`src/rtl/bcd_sched_pkg.sv`:
```
// ============================================================================
// bcd_sched_pkg : shared types and constants for the BCD converter scheduler
// Rev 1.0
// ============================================================================
`default_nettype none

package bcd_sched_pkg;

   localparam int DEF_W_BIN = 12;
   localparam int DEF_W_BCD = 16;

   // Result word reported when a conversion is abandoned by the timeout.
   localparam logic [DEF_W_BCD-1:0] ERR_BCD = 16'hFFFF;

   typedef enum logic [1:0] {
      IDLE  = 2'd0,
      START = 2'd1,
      WAIT  = 2'd2
   } state_e;

endpackage

`default_nettype wire

```
`src/rtl/rr_arb2.sv`:
```
// ============================================================================
// rr_arb2 : combinational two-request round-robin picker
// Rev 1.0
// ============================================================================
`default_nettype none

module rr_arb2 (
   input  logic [1:0] req,
   input  logic       last_grant,
   output logic       gnt_valid,
   output logic       gnt_idx
);

   always_comb begin
      gnt_valid = |req;
      // Under contention the requester that did not win last time goes next.
      gnt_idx   = (req == 2'b11) ? ~last_grant : req[1];
   end

endmodule

`default_nettype wire

```
`src/rtl/bcd_conv_sched.sv`:
```
// ============================================================================
// bcd_conv_sched : round-robin sharing of one binary-to-BCD converter between
// two requesters. Optional macro BCD_SCHED_TIMEOUT_EN adds a WAIT timeout.
// Rev 1.0
// ============================================================================
`default_nettype none

module bcd_conv_sched
   import bcd_sched_pkg::*;
#(
   parameter int W_BIN       = DEF_W_BIN,
   parameter int W_BCD       = DEF_W_BCD,
   parameter int TIMEOUT_CYC = 64
) (
   input  logic             clk,
   input  logic             rst,
   input  logic [1:0]       req_valid,
   input  logic [W_BIN-1:0] req_bin0,
   input  logic [W_BIN-1:0] req_bin1,
   output logic [1:0]       req_ack,
   output logic [1:0]       res_valid,
   output logic [W_BCD-1:0] res_bcd,
   output logic             res_err,
   output logic             busy,
   output logic             conv_en,
   output logic [W_BIN-1:0] conv_bin,
   input  logic [W_BCD-1:0] conv_bcd,
   input  logic             conv_rdy
);

   state_e             state_q, state_d;
   logic               last_grant_q, last_grant_d;
   logic [1:0]         req_ack_q, req_ack_d;
   logic [1:0]         res_valid_q, res_valid_d;
   logic [W_BCD-1:0]   res_bcd_q, res_bcd_d;
   logic [W_BIN-1:0]   conv_bin_q, conv_bin_d;
   logic               res_err_d;
   logic               gnt_valid;
   logic               gnt_idx;

   rr_arb2 u_arb (
      .req        (req_valid),
      .last_grant (last_grant_q),
      .gnt_valid  (gnt_valid),
      .gnt_idx    (gnt_idx)
   );

`ifdef BCD_SCHED_TIMEOUT_EN
   localparam int              CNT_W   = (TIMEOUT_CYC > 2) ? $clog2(TIMEOUT_CYC) : 1;
   localparam logic [CNT_W-1:0] TO_LAST = CNT_W'(TIMEOUT_CYC - 1);

   logic [CNT_W-1:0] cnt_q, cnt_d;
   logic             res_err_q;
`else
   logic [31:0] unused_timeout_cyc;
   assign unused_timeout_cyc = TIMEOUT_CYC;
`endif

   always_comb begin
      state_d      = state_q;
      last_grant_d = last_grant_q;
      req_ack_d    = 2'b00;
      res_valid_d  = 2'b00;
      res_err_d    = 1'b0;
      res_bcd_d    = res_bcd_q;
      conv_bin_d   = conv_bin_q;
`ifdef BCD_SCHED_TIMEOUT_EN
      cnt_d        = cnt_q;
`endif
      case (state_q)
         IDLE: begin
            if (gnt_valid) begin
               conv_bin_d   = gnt_idx ? req_bin1 : req_bin0;
               req_ack_d    = gnt_idx ? 2'b10 : 2'b01;
               last_grant_d = gnt_idx;
               state_d      = START;
            end
         end
         START: begin
`ifdef BCD_SCHED_TIMEOUT_EN
            cnt_d   = '0;
`endif
            state_d = WAIT;
         end
         WAIT: begin
            // last_grant_q holds the owner of the job in flight.
            if (conv_rdy) begin
               res_bcd_d   = conv_bcd;
               res_valid_d = last_grant_q ? 2'b10 : 2'b01;
               state_d     = IDLE;
            end
`ifdef BCD_SCHED_TIMEOUT_EN
            else if (cnt_q == TO_LAST) begin
               res_bcd_d   = W_BCD'(ERR_BCD);
               res_valid_d = last_grant_q ? 2'b10 : 2'b01;
               res_err_d   = 1'b1;
               state_d     = IDLE;
            end else begin
               cnt_d = cnt_q + 1'b1;
            end
`endif
         end
         default: state_d = IDLE;
      endcase
   end

   always_ff @(posedge clk) begin
      if (rst) begin
         state_q      <= IDLE;
         last_grant_q <= 1'b1;
         req_ack_q    <= 2'b00;
         res_valid_q  <= 2'b00;
         res_bcd_q    <= '0;
         conv_bin_q   <= '0;
      end else begin
         state_q      <= state_d;
         last_grant_q <= last_grant_d;
         req_ack_q    <= req_ack_d;
         res_valid_q  <= res_valid_d;
         res_bcd_q    <= res_bcd_d;
         conv_bin_q   <= conv_bin_d;
      end
   end

`ifdef BCD_SCHED_TIMEOUT_EN
   always_ff @(posedge clk) begin
      if (rst) begin
         cnt_q     <= '0;
         res_err_q <= 1'b0;
      end else begin
         cnt_q     <= cnt_d;
         res_err_q <= res_err_d;
      end
   end

   assign res_err = res_err_q;
`else
   logic unused_res_err_d;
   assign unused_res_err_d = res_err_d;
   assign res_err          = 1'b0;
`endif

   assign req_ack   = req_ack_q;
   assign res_valid = res_valid_q;
   assign res_bcd   = res_bcd_q;
   assign conv_bin  = conv_bin_q;
   assign conv_en   = (state_q == START);
   assign busy      = (state_q != IDLE);

endmodule

`default_nettype wire

```
`config.mk`:
```
export PLATFORM = sky130hd
export DESIGN_NAME = bcd_conv_sched
export DESIGN_NICKNAME = d
export VERILOG_FILES = /design/src/rtl/bcd_sched_pkg.sv /design/src/rtl/rr_arb2.sv /design/src/rtl/bcd_conv_sched.sv
export SDC_FILE = /design/constraint.sdc
export NUM_CORES = 1
export LEC_CHECK = 0
export CORE_ASPECT_RATIO = 1.1
export CORE_MARGIN = 2
export CORE_UTILIZATION = 34
export CTS_CLUSTER_DIAMETER = 40
export CTS_CLUSTER_SIZE = 14
export DETAILED_ROUTE_END_ITERATION = 12
export PLACE_DENSITY = 0.88
export SLEW_MARGIN = 5
export SYNTH_ARGS = -nofsm -noshare
export SYNTH_HDL_FRONTEND = slang
export SYNTH_HIERARCHICAL = 1
export SYNTH_SLANG_ARGS = --single-unit
export TNS_END_PERCENT = 1
```
`constraint.sdc`:
```
create_clock -name clk -period 1.15 [get_ports clk]
set_input_delay 0.115 -clock clk [delete_from_list [all_inputs] [get_ports clk]]
set_output_delay 0.115 -clock clk [all_outputs]
set_load 0.05 [all_outputs]
```
==> impl_metrics.xml, run 1 <==
<?xml version="1.0" encoding="UTF-8"?>
<metrics>
  <group name="outcome">
    <metric name="outcome" unit="">complete, but fails checks</metric>
    <metric name="violations" unit="">setup timing</metric>
  </group>
  <group name="sta">
    <metric name="final_hold_viol_count" unit="">0</metric>
    <metric name="timing.setup.tns" unit="ps">-214.0</metric>
    <metric name="report.final.slew_viol_count" unit="">0</metric>
    <metric name="finalSetupViolCount" unit="">14</metric>
    <metric name="rsz_0062_raised_after_global_routing" unit="">true</metric>
    <metric name="time_the_final_worst_path_needs_with_i_o_delays_and_setup" unit="ps">1189</metric>
    <metric name="skew" unit="ps">4.513</metric>
    <metric name="holdWs" unit="ps">398.6</metric>
    <metric name="final.period_utilization" unit="%">103.4</metric>
    <metric name="timing.final.ws_setup" unit="ps">-38.97</metric>
    <metric name="fmax" unit="GHz">0.8411</metric>
  </group>
  <group name="cells_and_area">
    <metric name="fillCellCount" unit="">277</metric>
    <metric name="layoutNonFillerInstCount" unit="">289</metric>
    <metric name="finish.utilization" unit="%">72.19</metric>
    <metric name="most-common-layout-cells" unit="">42 x clkdlybuf4s50_1, 35 x buf_12, 32 x dfxtp_1</metric>
    <metric name="drive_gt1_share" unit="%">39.66</metric>
    <metric name="final_nets" unit="">283</metric>
    <metric name="final_cell_area" unit="um2">2861</metric>
    <metric name="antenna_cells_inserted" unit="">0</metric>
    <metric name="synthToLayoutAreaGrowth" unit="%">104.9</metric>
    <metric name="layout.cells.most_common" unit="">clkdlybuf4s50_1</metric>
    <metric name="multi_input_comb_area" unit="um2">724.4</metric>
    <metric name="seq_area" unit="um2">709.4</metric>
  </group>
  <group name="yosys">
    <metric name="mappedNetlistArea" unit="um2">1396</metric>
    <metric name="synth_simple_gate_area_share" unit="%">20.34</metric>
    <metric name="synth_compound_gate_area_share" unit="%">15.23</metric>
    <metric name="synth-xor-area-share" unit="%">0</metric>
    <metric name="synth_cell_type_count" unit="">23</metric>
    <metric name="synthesis.yosys.warnings" unit="">6</metric>
    <metric name="ys_seq_elements" unit="">35</metric>
    <metric name="postSynthNetCount" unit="">194</metric>
    <metric name="syn_area_per_cell" unit="um2">9.371</metric>
    <metric name="synthMuxAreaShare" unit="%">8.602</metric>
    <metric name="synth-seq-area-share" unit="%">50.18</metric>
    <metric name="combinational_family_with_the_most_area_after_synthesis" unit="">simple AND/OR/NAND/NOR gates</metric>
    <metric name="post_synth_fa_ha_maj_area_fraction" unit="%">0</metric>
    <metric name="synth_cells" unit="">149</metric>
  </group>
  <group name="critical_path">
    <metric name="delay_of_the_slowest_cell_on_the_worst_path" unit="ps">370</metric>
    <metric name="timing.critical_path.arrival" unit="ps">1380</metric>
    <metric name="timing.setup.critical_path_class" unit="">register to register</metric>
    <metric name="critPathSlowestCell" unit="">dfxtp_4</metric>
    <metric name="path_delay_family" unit="">flip-flops</metric>
    <metric name="series_of_cell_instances_along_the_critical_path" unit="">nor3b_4 &gt; buf_6 &gt; buf_16 &gt; nor2_2 &gt; a211oi_2</metric>
    <metric name="timing.critical_path.fanout_max" unit="">6</metric>
    <metric name="crit_path_end_kind" unit="">register</metric>
    <metric name="start_kind" unit="">register</metric>
    <metric name="timing.critical_path.buf_inv" unit="">2</metric>
    <metric name="cp.required" unit="ps">1340</metric>
  </group>
  <group name="floorplanning">
    <metric name="core-area" unit="um2">3964</metric>
    <metric name="fp.dieW" unit="um">65.10</metric>
    <metric name="chipHeight" unit="um">71.21</metric>
    <metric name="pin_count" unit="">80</metric>
    <metric name="floorplan.initialDensity" unit="%">35.23</metric>
    <metric name="dieArea" unit="um2">4636</metric>
    <metric name="rows" unit="">24</metric>
  </group>
  <group name="global_routing">
    <metric name="grt_antenna_before_repair" unit="">0</metric>
    <metric name="total_global_routing_overflow" unit="">0</metric>
    <metric name="grt_usage" unit="%">17.98</metric>
    <metric name="vias_in_the_first_global_route" unit="">1370</metric>
    <metric name="grt_first_pass_wirelength" unit="mm">6.403</metric>
    <metric name="grt_max_degree" unit="">20</metric>
  </group>
  <group name="placement">
    <metric name="portBuffers" unit="">78</metric>
    <metric name="dp.final_hpwl" unit="mm">3.028</metric>
    <metric name="placedInstanceArea" unit="um2">2636</metric>
    <metric name="placed_cells_incl_taps" unit="">280</metric>
    <metric name="dpl_worst_slack" unit="ps">-416.9</metric>
    <metric name="place.gp.congestion" unit="">0.7084</metric>
  </group>
  <group name="pwr">
    <metric name="power.share.combinational" unit="%">36.3</metric>
    <metric name="switching_share" unit="%">31.24</metric>
    <metric name="vdd_ir_drop_max" unit="mV">0.7858</metric>
    <metric name="power-per-cell-area" unit="nW/um2">1196</metric>
    <metric name="internal_power" unit="mW">2.353</metric>
    <metric name="p_total" unit="mW">3.422</metric>
    <metric name="power.static_leakage" unit="nW">1.071</metric>
    <metric name="clkPwrFrac" unit="%">22.9</metric>
    <metric name="switching_power" unit="mW">1.069</metric>
    <metric name="sequential_group_share_of_total_power" unit="%">40.8</metric>
  </group>
  <group name="cts">
    <metric name="cts.sinks" unit="">35</metric>
    <metric name="clk_pin_slew_worst_paths" unit="ps">60</metric>
    <metric name="cts_made_buffers" unit="">5</metric>
    <metric name="cts.root.buffer_cell" unit="">clkbuf_8</metric>
    <metric name="ctsLongestPathBuffers" unit="">2</metric>
    <metric name="clk-insertion-delay-late" unit="ps">270</metric>
    <metric name="clock_tree_from_tritoncts" unit="">done</metric>
    <metric name="htree_num_levels" unit="">2</metric>
  </group>
  <group name="routing">
    <metric name="drtAntennaViolNets" unit="">0</metric>
    <metric name="drtPass1Iterations" unit="">4</metric>
    <metric name="drcViolationCount" unit="">0</metric>
    <metric name="post_drt_wl_per_cell" unit="um">14.63</metric>
    <metric name="viasPerCell" unit="">4.702</metric>
    <metric name="route.final.wire_length" unit="mm">4.229</metric>
    <metric name="detailedRoute.firstIterationViolations" unit="">54</metric>
    <metric name="route.vias.total" unit="">1359</metric>
  </group>
  <group name="worst_hold_path">
    <metric name="worst_hold_path_type" unit="">input pin to register</metric>
  </group>
  <group name="job">
    <metric name="drv.max_cap_violation_count" unit="">0</metric>
  </group>
</metrics>
worst paths after layout:
check                          start                  endpoint  slack (ps)  cells after the start
max          state_q[0]$_SDFFE_PP0P_  conv_bin[6]$_SDFFE_PP0P_         -40                      5
min                     conv_bcd[14]  res_bcd[14]$_SDFFE_PP0P_         400                      3
max reg2reg  state_q[0]$_SDFFE_PP0P_  conv_bin[6]$_SDFFE_PP0P_         -40                      5
min reg2reg  res_bcd[4]$_SDFFE_PP0P_   res_bcd[4]$_SDFFE_PP0P_         490                      2
cell type report:
cell class                 instances  share of cell area, %
sequential                        35                  24.79
timing repair buffer              94                  45.08
multi-input combinational        102                  25.32
clock buffer                       6                  2.536
tap                               52                  2.274
power groups by stage:
stage / Combinational [mW] / Clock [mW] / Sequential (mW)
after CTS: 1.25 / 0.795 / 1.39
after detailed placement: 1.14 / 0 / 1.41
after global routing: 1.30 / 0.870 / 1.41
final: 1.24 / 0.785 / 1.40
after global placement: 1.11 / 0 / 1.41
after floorplan: 0.314 / 0 / 1.62
synth_stat cells (all sizes together):
library cell	count	share of area, %
clkbuf	4	1.1
a21oi	16	5.7
and3b	1	0.63
nor2	15	4.0
conb	1	0.27
or2	2	0.90
nor3b	4	3.3
nand2	32	8.6
mux2i	12	8.6
a21boi	1	0.54
nor2b	2	0.90
nand3b	1	0.81
buf	8	4.3
nor3	2	0.72
a211oi	12	9.0
and2	1	0.45
dfxtp	35	50
flip-flops by register name, summed over array words and instances (netlist names):
signal	count
state_q	2
req_ack	2
res_bcd	16
conv_bin	12
res_valid	2
last_grant_q	1
worst reg2reg max path, delay by kind of cell, from the launching register on:
family / cells / cell delay, ps
simple gates: 2 / 330
compound gates: 1 / 140
buf+inv: 2 / 270
flops: 1 / 370
layer usage:
metal  share of wire, %  vias up  global-route usage (%)
met4               0.87        0                   4.167
met3                6.8        6                   6.279
met5                  0        -                       0
met1                 36      623                   19.28
li1                   -      678                       -
met2                 56       52                   33.68
logic make-up (layout without fill, tap and decap cells):
logic type	Yosys count	after routing
AO/OA/AOI/OAI	29	29
AND/OR/NAND/NOR	60	60
buffers and inverters	12	100
multiplexers	12	12
other	1	1
flip-flops	35	35
timing repair:
| action | CTS | global route |
|---|---|---|
| endpoints found under the setup margin | 30 | 28 |
| setup buffers | 3 | 1 |
| cloned | 2 | 0 |
| pin swaps | 11 | 8 |
| gates resized for setup | 17 | 22 |
| hold buffers | 0 | 0 |
No activity file was read; power rests on OpenSTA's default activity.
==> run 2, diff against run 1 <==
--- a/config.mk
+++ b/config.mk
@@ -11,8 +11,7 @@
 export CTS_CLUSTER_DIAMETER = 40
 export CTS_CLUSTER_SIZE = 14
 export DETAILED_ROUTE_END_ITERATION = 12
-export PLACE_DENSITY = 0.88
-export SLEW_MARGIN = 5
+export PLACE_DENSITY = 0.87
 export SYNTH_ARGS = -nofsm -noshare
 export SYNTH_HDL_FRONTEND = slang
 export SYNTH_HIERARCHICAL = 1
==> run 2 against run 1 <==
Compared with the run above:
- the flow still finishes with violations (setup timing)
- clock skew shrank 1.1 ps
- sequential power is essentially flat
- global-route usage rose by 0.15 points
- die area is the same
- count of clock-buffer cells in the layout up 2
- fmax decreased by 5.6%
- power rose by 3.5%
- sequential cell count stayed put
- critical path type is now register to output pin
- largest power group unchanged
==> impl_metrics.xml, run 2 (synthesized netlist as in run 1, its figures left out) <==
<?xml version="1.0" encoding="UTF-8"?>
<metrics>
  <group name="worst_hold_path">
    <metric name="timing.hold.worst_endpoint" unit="">res_bcd[0]$_SDFFE_PP0P_</metric>
    <metric name="min_from" unit="">conv_bcd[0]</metric>
    <metric name="hold-path-cell-count" unit="">3</metric>
    <metric name="worst_hold_path_type" unit="">input pin to register</metric>
  </group>
  <group name="pwr">
    <metric name="sequential_group_share_of_total_power" unit="%">39.1</metric>
    <metric name="vdd_ir_drop_max" unit="mV">0.8871</metric>
    <metric name="power.share.combinational" unit="%">34.1</metric>
    <metric name="switching_power" unit="mW">1.048</metric>
    <metric name="switching_share" unit="%">29.59</metric>
    <metric name="clkPwrFrac" unit="%">26.7</metric>
    <metric name="internal_power" unit="mW">2.495</metric>
    <metric name="power-per-cell-area" unit="nW/um2">1252</metric>
    <metric name="p_total" unit="mW">3.543</metric>
    <metric name="power.static_leakage" unit="nW">1.100</metric>
  </group>
  <group name="cells_and_area">
    <metric name="fillCellCount" unit="">269</metric>
    <metric name="synthToLayoutAreaGrowth" unit="%">102.7</metric>
    <metric name="antenna_cells_inserted" unit="">0</metric>
    <metric name="drive_gt1_share" unit="%">31.69</metric>
    <metric name="layout.cells.most_common" unit="">clkdlybuf4s50_1</metric>
    <metric name="final_nets" unit="">287</metric>
    <metric name="largest_register_ffs" unit="">16</metric>
    <metric name="finish.utilization" unit="%">71.40</metric>
    <metric name="layoutNonFillerInstCount" unit="">295</metric>
    <metric name="final_cell_area" unit="um2">2830</metric>
    <metric name="most-common-layout-cells" unit="">42 x clkdlybuf4s50_1, 37 x buf_12, 33 x dfxtp_1</metric>
  </group>
  <group name="critical_path">
    <metric name="cp.required" unit="ps">1030</metric>
    <metric name="timing.critical_path.fanout_max" unit="">4</metric>
    <metric name="start_kind" unit="">register</metric>
    <metric name="timing.setup.critical_path_class" unit="">register to output pin</metric>
    <metric name="worst_r2r_endpoint" unit="">conv_bin[3]$_SDFFE_PP0P_</metric>
    <metric name="crit_path_end_kind" unit="">output pin</metric>
    <metric name="r2r-start" unit="">state_q[1]$_SDFFE_PP0P_</metric>
    <metric name="crit_path_start" unit="">state_q[0]$_SDFFE_PP0P_</metric>
    <metric name="worst-r2r-setup-slack" unit="ps">-70</metric>
    <metric name="r2r.worst_path.cells" unit="">5</metric>
    <metric name="timing.critical_path.arrival" unit="ps">1140</metric>
  </group>
  <group name="routing">
    <metric name="drtAntennaViolNets" unit="">0</metric>
    <metric name="route.final.wire_length" unit="mm">3.932</metric>
    <metric name="viasPerCell" unit="">4.614</metric>
    <metric name="route.vias.total" unit="">1361</metric>
    <metric name="detailedRoute.firstIterationViolations" unit="">73</metric>
    <metric name="drtPass1Iterations" unit="">4</metric>
    <metric name="drcViolationCount" unit="">0</metric>
    <metric name="post_drt_wl_per_cell" unit="um">13.33</metric>
  </group>
  <group name="sta">
    <metric name="time_the_final_worst_path_needs_with_i_o_delays_and_setup" unit="ps">1259</metric>
    <metric name="final_hold_viol_count" unit="">0</metric>
    <metric name="final.period_utilization" unit="%">109.5</metric>
    <metric name="skew" unit="ps">3.415</metric>
    <metric name="finalSetupViolCount" unit="">12</metric>
    <metric name="rsz_0062_raised_after_global_routing" unit="">true</metric>
    <metric name="report.final.slew_viol_count" unit="">0</metric>
    <metric name="timing.setup.tns" unit="ps">-479.2</metric>
    <metric name="timing.final.ws_setup" unit="ps">-109.1</metric>
    <metric name="fmax" unit="GHz">0.7942</metric>
    <metric name="holdWs" unit="ps">380.3</metric>
  </group>
  <group name="placement">
    <metric name="placed_cells_incl_taps" unit="">281</metric>
    <metric name="portBuffers" unit="">78</metric>
    <metric name="place.gp.congestion" unit="">0.6941</metric>
    <metric name="dp.final_hpwl" unit="mm">2.912</metric>
    <metric name="placedInstanceArea" unit="um2">2656</metric>
    <metric name="dpl_worst_slack" unit="ps">-392.2</metric>
  </group>
  <group name="global_routing">
    <metric name="vias_in_the_first_global_route" unit="">1423</metric>
    <metric name="groute.layer.met1.usage" unit="%">18.63</metric>
    <metric name="gr-max-usage-layer" unit="">met2</metric>
    <metric name="total_global_routing_overflow" unit="">0</metric>
    <metric name="grt_max_degree" unit="">20</metric>
    <metric name="gr-usage-met2" unit="%">32.99</metric>
    <metric name="grtUsageMet3" unit="%">5.181</metric>
    <metric name="grt_first_pass_wirelength" unit="mm">6.451</metric>
    <metric name="grt_usage" unit="%">18.13</metric>
    <metric name="grt_antenna_before_repair" unit="">0</metric>
  </group>
  <group name="cts">
    <metric name="cts.sinks" unit="">35</metric>
    <metric name="ctsLongestPathBuffers" unit="">2</metric>
    <metric name="clk-insertion-delay-late" unit="ps">280</metric>
    <metric name="cts_made_buffers" unit="">5</metric>
    <metric name="htree_num_levels" unit="">2</metric>
    <metric name="clk_pin_slew_worst_paths" unit="ps">70</metric>
    <metric name="cts.root.buffer_cell" unit="">clkbuf_8</metric>
    <metric name="clock_tree_from_tritoncts" unit="">done</metric>
  </group>
  <group name="floorplanning">
    <metric name="core-area" unit="um2">3964</metric>
    <metric name="fp.dieW" unit="um">65.10</metric>
    <metric name="pin_count" unit="">80</metric>
    <metric name="dieArea" unit="um2">4636</metric>
    <metric name="rows" unit="">24</metric>
    <metric name="chipHeight" unit="um">71.21</metric>
    <metric name="floorplan.initialDensity" unit="%">35.23</metric>
  </group>
  <group name="job">
    <metric name="drv.max_cap_violation_count" unit="">0</metric>
  </group>
  <group name="outcome">
    <metric name="violations" unit="">setup timing</metric>
    <metric name="outcome" unit="">complete, but fails checks</metric>
  </group>
</metrics>
## run 2: worst max-delay path by stage
stage | endpoint | slack (ps) | cells after the start
2_1_floorplan | state_q[1]$_SDFFE_PP0P_ | -10 | 3
3_3_place_gp | conv_bin[1]$_SDFFE_PP0P_ | -330 | 6
3_5_place_dp | conv_bin[10]$_SDFFE_PP0P_ | -390 | 6
4_1_cts | busy | -130 | 3
5_1_grt | conv_bin[3]$_SDFFE_PP0P_ | -130 | 5
6_report | busy | -110 | 3
## run 2: layer usage
layer	wire, um	vias up	part of all wire, %
li1	-	682	-
met1	1451	626	37
met2	2196	49	56
met3	233	4	5.9
met4	51	0	1.3
met5	0	-	0
## run 2: final cells by class
| type | count | area (um2) | share of cell area, % |
|---|---|---|---|
| flip-flops and latches | 35 | 705.7 | 24.93 |
| clock buffers | 8 | 100.1 | 3.537 |
| multi-input cells | 102 | 638.1 | 22.55 |
| repair buffers | 98 | 1321 | 46.68 |
| well taps | 52 | 65.06 | 2.299 |
## run 2: repair_timing
action / in CTS / in global routing
endpoints found under the setup margin: 14 / 33
resized for setup: 6 / 7
setup buffers: 0 / 6
pin swaps: 11 / 3
hold buffers: 0 / 0
## run 2: critical path: stages, from the launching register on
cell and delay [ps]:
dfxtp_4 360, buf_6 120, or2_4 240, buf_12 150
## run 2: power groups by stage
stage               combinational, mW  sequential, mW  clock (mW)
finish                           1.21            1.39       0.947
global route                     1.27            1.40        1.04
detailed placement               1.15            1.41           0
global placement                 1.13            1.41           0
floorplan                       0.314            1.62           0
CTS                              1.16            1.39       0.994
==> RTL edit, RTL diff (settings of run 2) <==
Add a define of `BCD_SCHED_TIMEOUT_EN`.
--- a/src/rtl/bcd_conv_sched.sv
+++ b/src/rtl/bcd_conv_sched.sv
@@ -5,4 +5,6 @@
 // ============================================================================
 `default_nettype none
+
+`define BCD_SCHED_TIMEOUT_EN
 
 module bcd_conv_sched
Formal check against the unedited RTL: no difference found for any inputs over 10 cycles, from zero or initial values and one cycle with rst high; that may be too few to reach the edited logic, so the function may still have changed.
==> RTL edit against run 2 <==
  * The run still ends with negative setup slack left
  * Area after synthesis up 38%
  * Sequential cell count grew 7
  * Total power up 33%
  * Cell area is 27% higher
  * Wire length increased by 38%
  * Maximum frequency shrank 11%
  * Die area increased by 36%
  * Non-clock buffer count grew 12
  * Sequential power rose by 24%
  * Via count grew 40%
  * Combinational power is 64% higher
  * Cell count is 31% higher
  * Worst setup slack worse by 0.16 ns
  * Sequential share of layout area is 1.4 points lower
  * Critical path type unchanged
  * Largest cell class unchanged
==> RTL edit: results (changes against run 2) <==
[metrics] total number of nets in the final design: 360 (+25%)
[metrics] pin count of the biggest net entering global routing: 21 (+5.0%)
[metrics] post-route antenna net violation count: 0 (unchanged)
[metrics] final clock skew: 0.006630 ns (+0.003215 ns)
[metrics] leakage component of the power: 1.392 nW (+27%)
[metrics] number of buffers on the longest clock path: 2 (unchanged)
[metrics] vias per cell: 4.951 (+7.3%)
[metrics] sequential cell area fraction in the yosys report: 43.64% (-6.5 points)
[metrics] global route overflow: 0 (unchanged)
[metrics] violations in the final reports: negative setup slack
[metrics] Routed met1 length: 2068 um (+43%)
[metrics] largest fanout on the critical path: 2 (-2)
[metrics] routed wl met2: 2837 um (+29%)
[metrics] kind of path behind the tightest hold check: in -> reg
[metrics] total met3 wirelength after detailed routing: 376 um (+61%)
[metrics] worst r2r src: state_q[1]
[metrics] worst reg-to-reg setup slack: -0.21 ns (-0.14 ns)
[metrics] overall track demand over capacity in global routing: 18.56% (+0.43 points)
[metrics] Worst Setup Path Type: reg -> out
[metrics] M3 GR Usage: 6.311% (+1.1 points)
[metrics] ranking of synthesized cells by area: sky130_fd_sc_hd__dfxtp_1 44%, sky130_fd_sc_hd__mux2i_1 6.8%, sky130_fd_sc_hd__nor2_1 5.6%
[metrics] RR Endpoint: state_q[1]
[metrics] clock transition at the register clock pins on the worst setup and hold paths after CTS: 0.08 ns
[metrics] DPL Wire Length: 4083 um (+40%)
[metrics] Net Count, Synth: 256 (+32%)
[metrics] routing usage on met1: 19.93% (+1.3 points)
[metrics] final setup violation count: 43 (+31)
[metrics] max FFs per register: 16 (unchanged)
[metrics] highest metal layer with signal wires: met4
[metrics] top cells by count, synth: 42 x sky130_fd_sc_hd__dfxtp_1, 29 x sky130_fd_sc_hd__nor2_1, 13 x sky130_fd_sc_hd__a211oi_1, 13 x sky130_fd_sc_hd__a21oi_1, 13 x sky130_fd_sc_hd__mux2i_1
[metrics] quantity of I/O buffers inserted on ports: 79 (+1.3%)
[metrics] fraction of layout instances using a drive strength above 1: 37.94% (+6.3 points)
[metrics] final setup slack of the worst path: -0.2677 ns (-0.1586 ns)
[metrics] placer's final routability congestion estimate: 0.7759 (+12%)
[metrics] result of the run: finished, violations left
[metrics] number of DRC markers after the initial detailed-route iteration: 55 (-25%)
[metrics] commonest register cell after synthesis: sky130_fd_sc_hd__dfxtp_1
[metrics] WL final: 5426 um (+38%)
[metrics] Worst R2R Path Depth: 6 (+1)
[metrics] Pint: 0.003089 W (+24%)
[metrics] CTS Buf Count: 5 (unchanged)
[metrics] global-route wire length before repair: 9183 um (+42%)
[metrics] grt met2 use: 32.13% (-0.86 points)
[metrics] critical path arrival: 1.30 ns (+0.16 ns)
[metrics] worst setup path start: state_q[1]
[metrics] Cell variety after synth: 41 (+78%)
[metrics] number of filler cells placed in the layout: 386 (+43%)
[metrics] via count of the first global-routing pass: 2031 (+43%)
[metrics] Worst IR Drop VDD: 0.8509 mV (-4.1%)
[metrics] clock latency reported for the late side of the worst-skew pair: 0.29 ns
==> RTL edit: changes by cell type after synthesis, sizes merged, moves of 3 or more <==
cell	before	now
o21ai	0	7
nor3	2	19
inv	0	5
nand2b	0	6
nand3	0	3
a21oi	16	22
ha	0	5
dfxtp	35	42
nand2	32	6
nor2	15	29
==> RTL edit: cell families after synthesis <==
group / synth area share [%]
fa+ha+maj: 3.247
buf+inv: 4.870
mux: 6.753
simple gates: 21.95
flops: 43.64
compound gates: 19.55
==> RTL edit: repair_timing <==
action,CTS,global route
setup endpoints to repair,43,44
gates cloned,0,0
buffers inserted,1,1
pin swaps,9,13
resized for setup,17,13
==> RTL edit: worst max-delay path: stages, from the launching register on <==
cell                         delay [ns]
sky130_fd_sc_hd__dfxtp_2           0.34
sky130_fd_sc_hd__inv_2             0.08
sky130_fd_sc_hd__ha_4              0.14
sky130_fd_sc_hd__buf_6             0.10
sky130_fd_sc_hd__clkinvlp_4        0.09
sky130_fd_sc_hd__buf_6             0.13
sky130_fd_sc_hd__buf_12            0.13
==> RTL edit: how the worst min path moves through the flow <==
| stage | from | end | slack, ns | depth (start not counted) |
|---|---|---|---|---|
| after floorplan | conv_rdy | res_err | 0.19 | 1 |
| after global routing | rst | cnt_q[0] | 0.20 | 3 |
| after global placement | rst | cnt_q[0] | 0.48 | 3 |
| final | rst | cnt_q[0] | 0.19 | 3 |
| after CTS | rst | cnt_q[0] | 0.17 | 3 |
| after detailed placement | rst | cnt_q[0] | 0.49 | 3 |
==> RTL edit: power groups by stage <==
| stage | clock network, W | registers [W] | logic [W] |
|---|---|---|---|
| 6_report | 0.000985 | 0.00173 | 0.00198 |
| 5_1_grt | 0.00107 | 0.00174 | 0.00209 |
| 4_1_cts | 0.00103 | 0.00173 | 0.00195 |
| 3_5_place_dp | 0 | 0.00175 | 0.00189 |
| 3_3_place_gp | 0 | 0.00175 | 0.00184 |
| 2_1_floorplan | 0 | 0.00208 | 0.000571 |
==> RTL edit: layout make-up <==
type | instances | area [sq um] | area share (%)
inverter | 5 | 25.02 | 0.6959
clock inverter | 2 | 12.51 | 0.3479
timing repair buffer | 110 | 1436 | 39.94
sequential | 42 | 845.8 | 23.52
tap | 75 | 93.84 | 2.610
multi-input combinational | 146 | 1100 | 30.58
clock buffer | 6 | 82.58 | 2.296
==> RTL edit: metrics by stage <==
step                      setup WS, ns  std cells  cell area [sq um]  TNS (ns)  utilization [%]
after floorplan                -0.1366        206               1977    -3.519                -
after global placement         -0.3170        376               3382    -10.61            62.28
after detailed placement       -0.3918        376               3382    -12.65            62.28
after CTS                      -0.2545        385               3547    -4.969            65.32
after global routing           -0.3100        386               3596    -7.387            66.22
final                          -0.2677        386               3596    -4.919            66.22
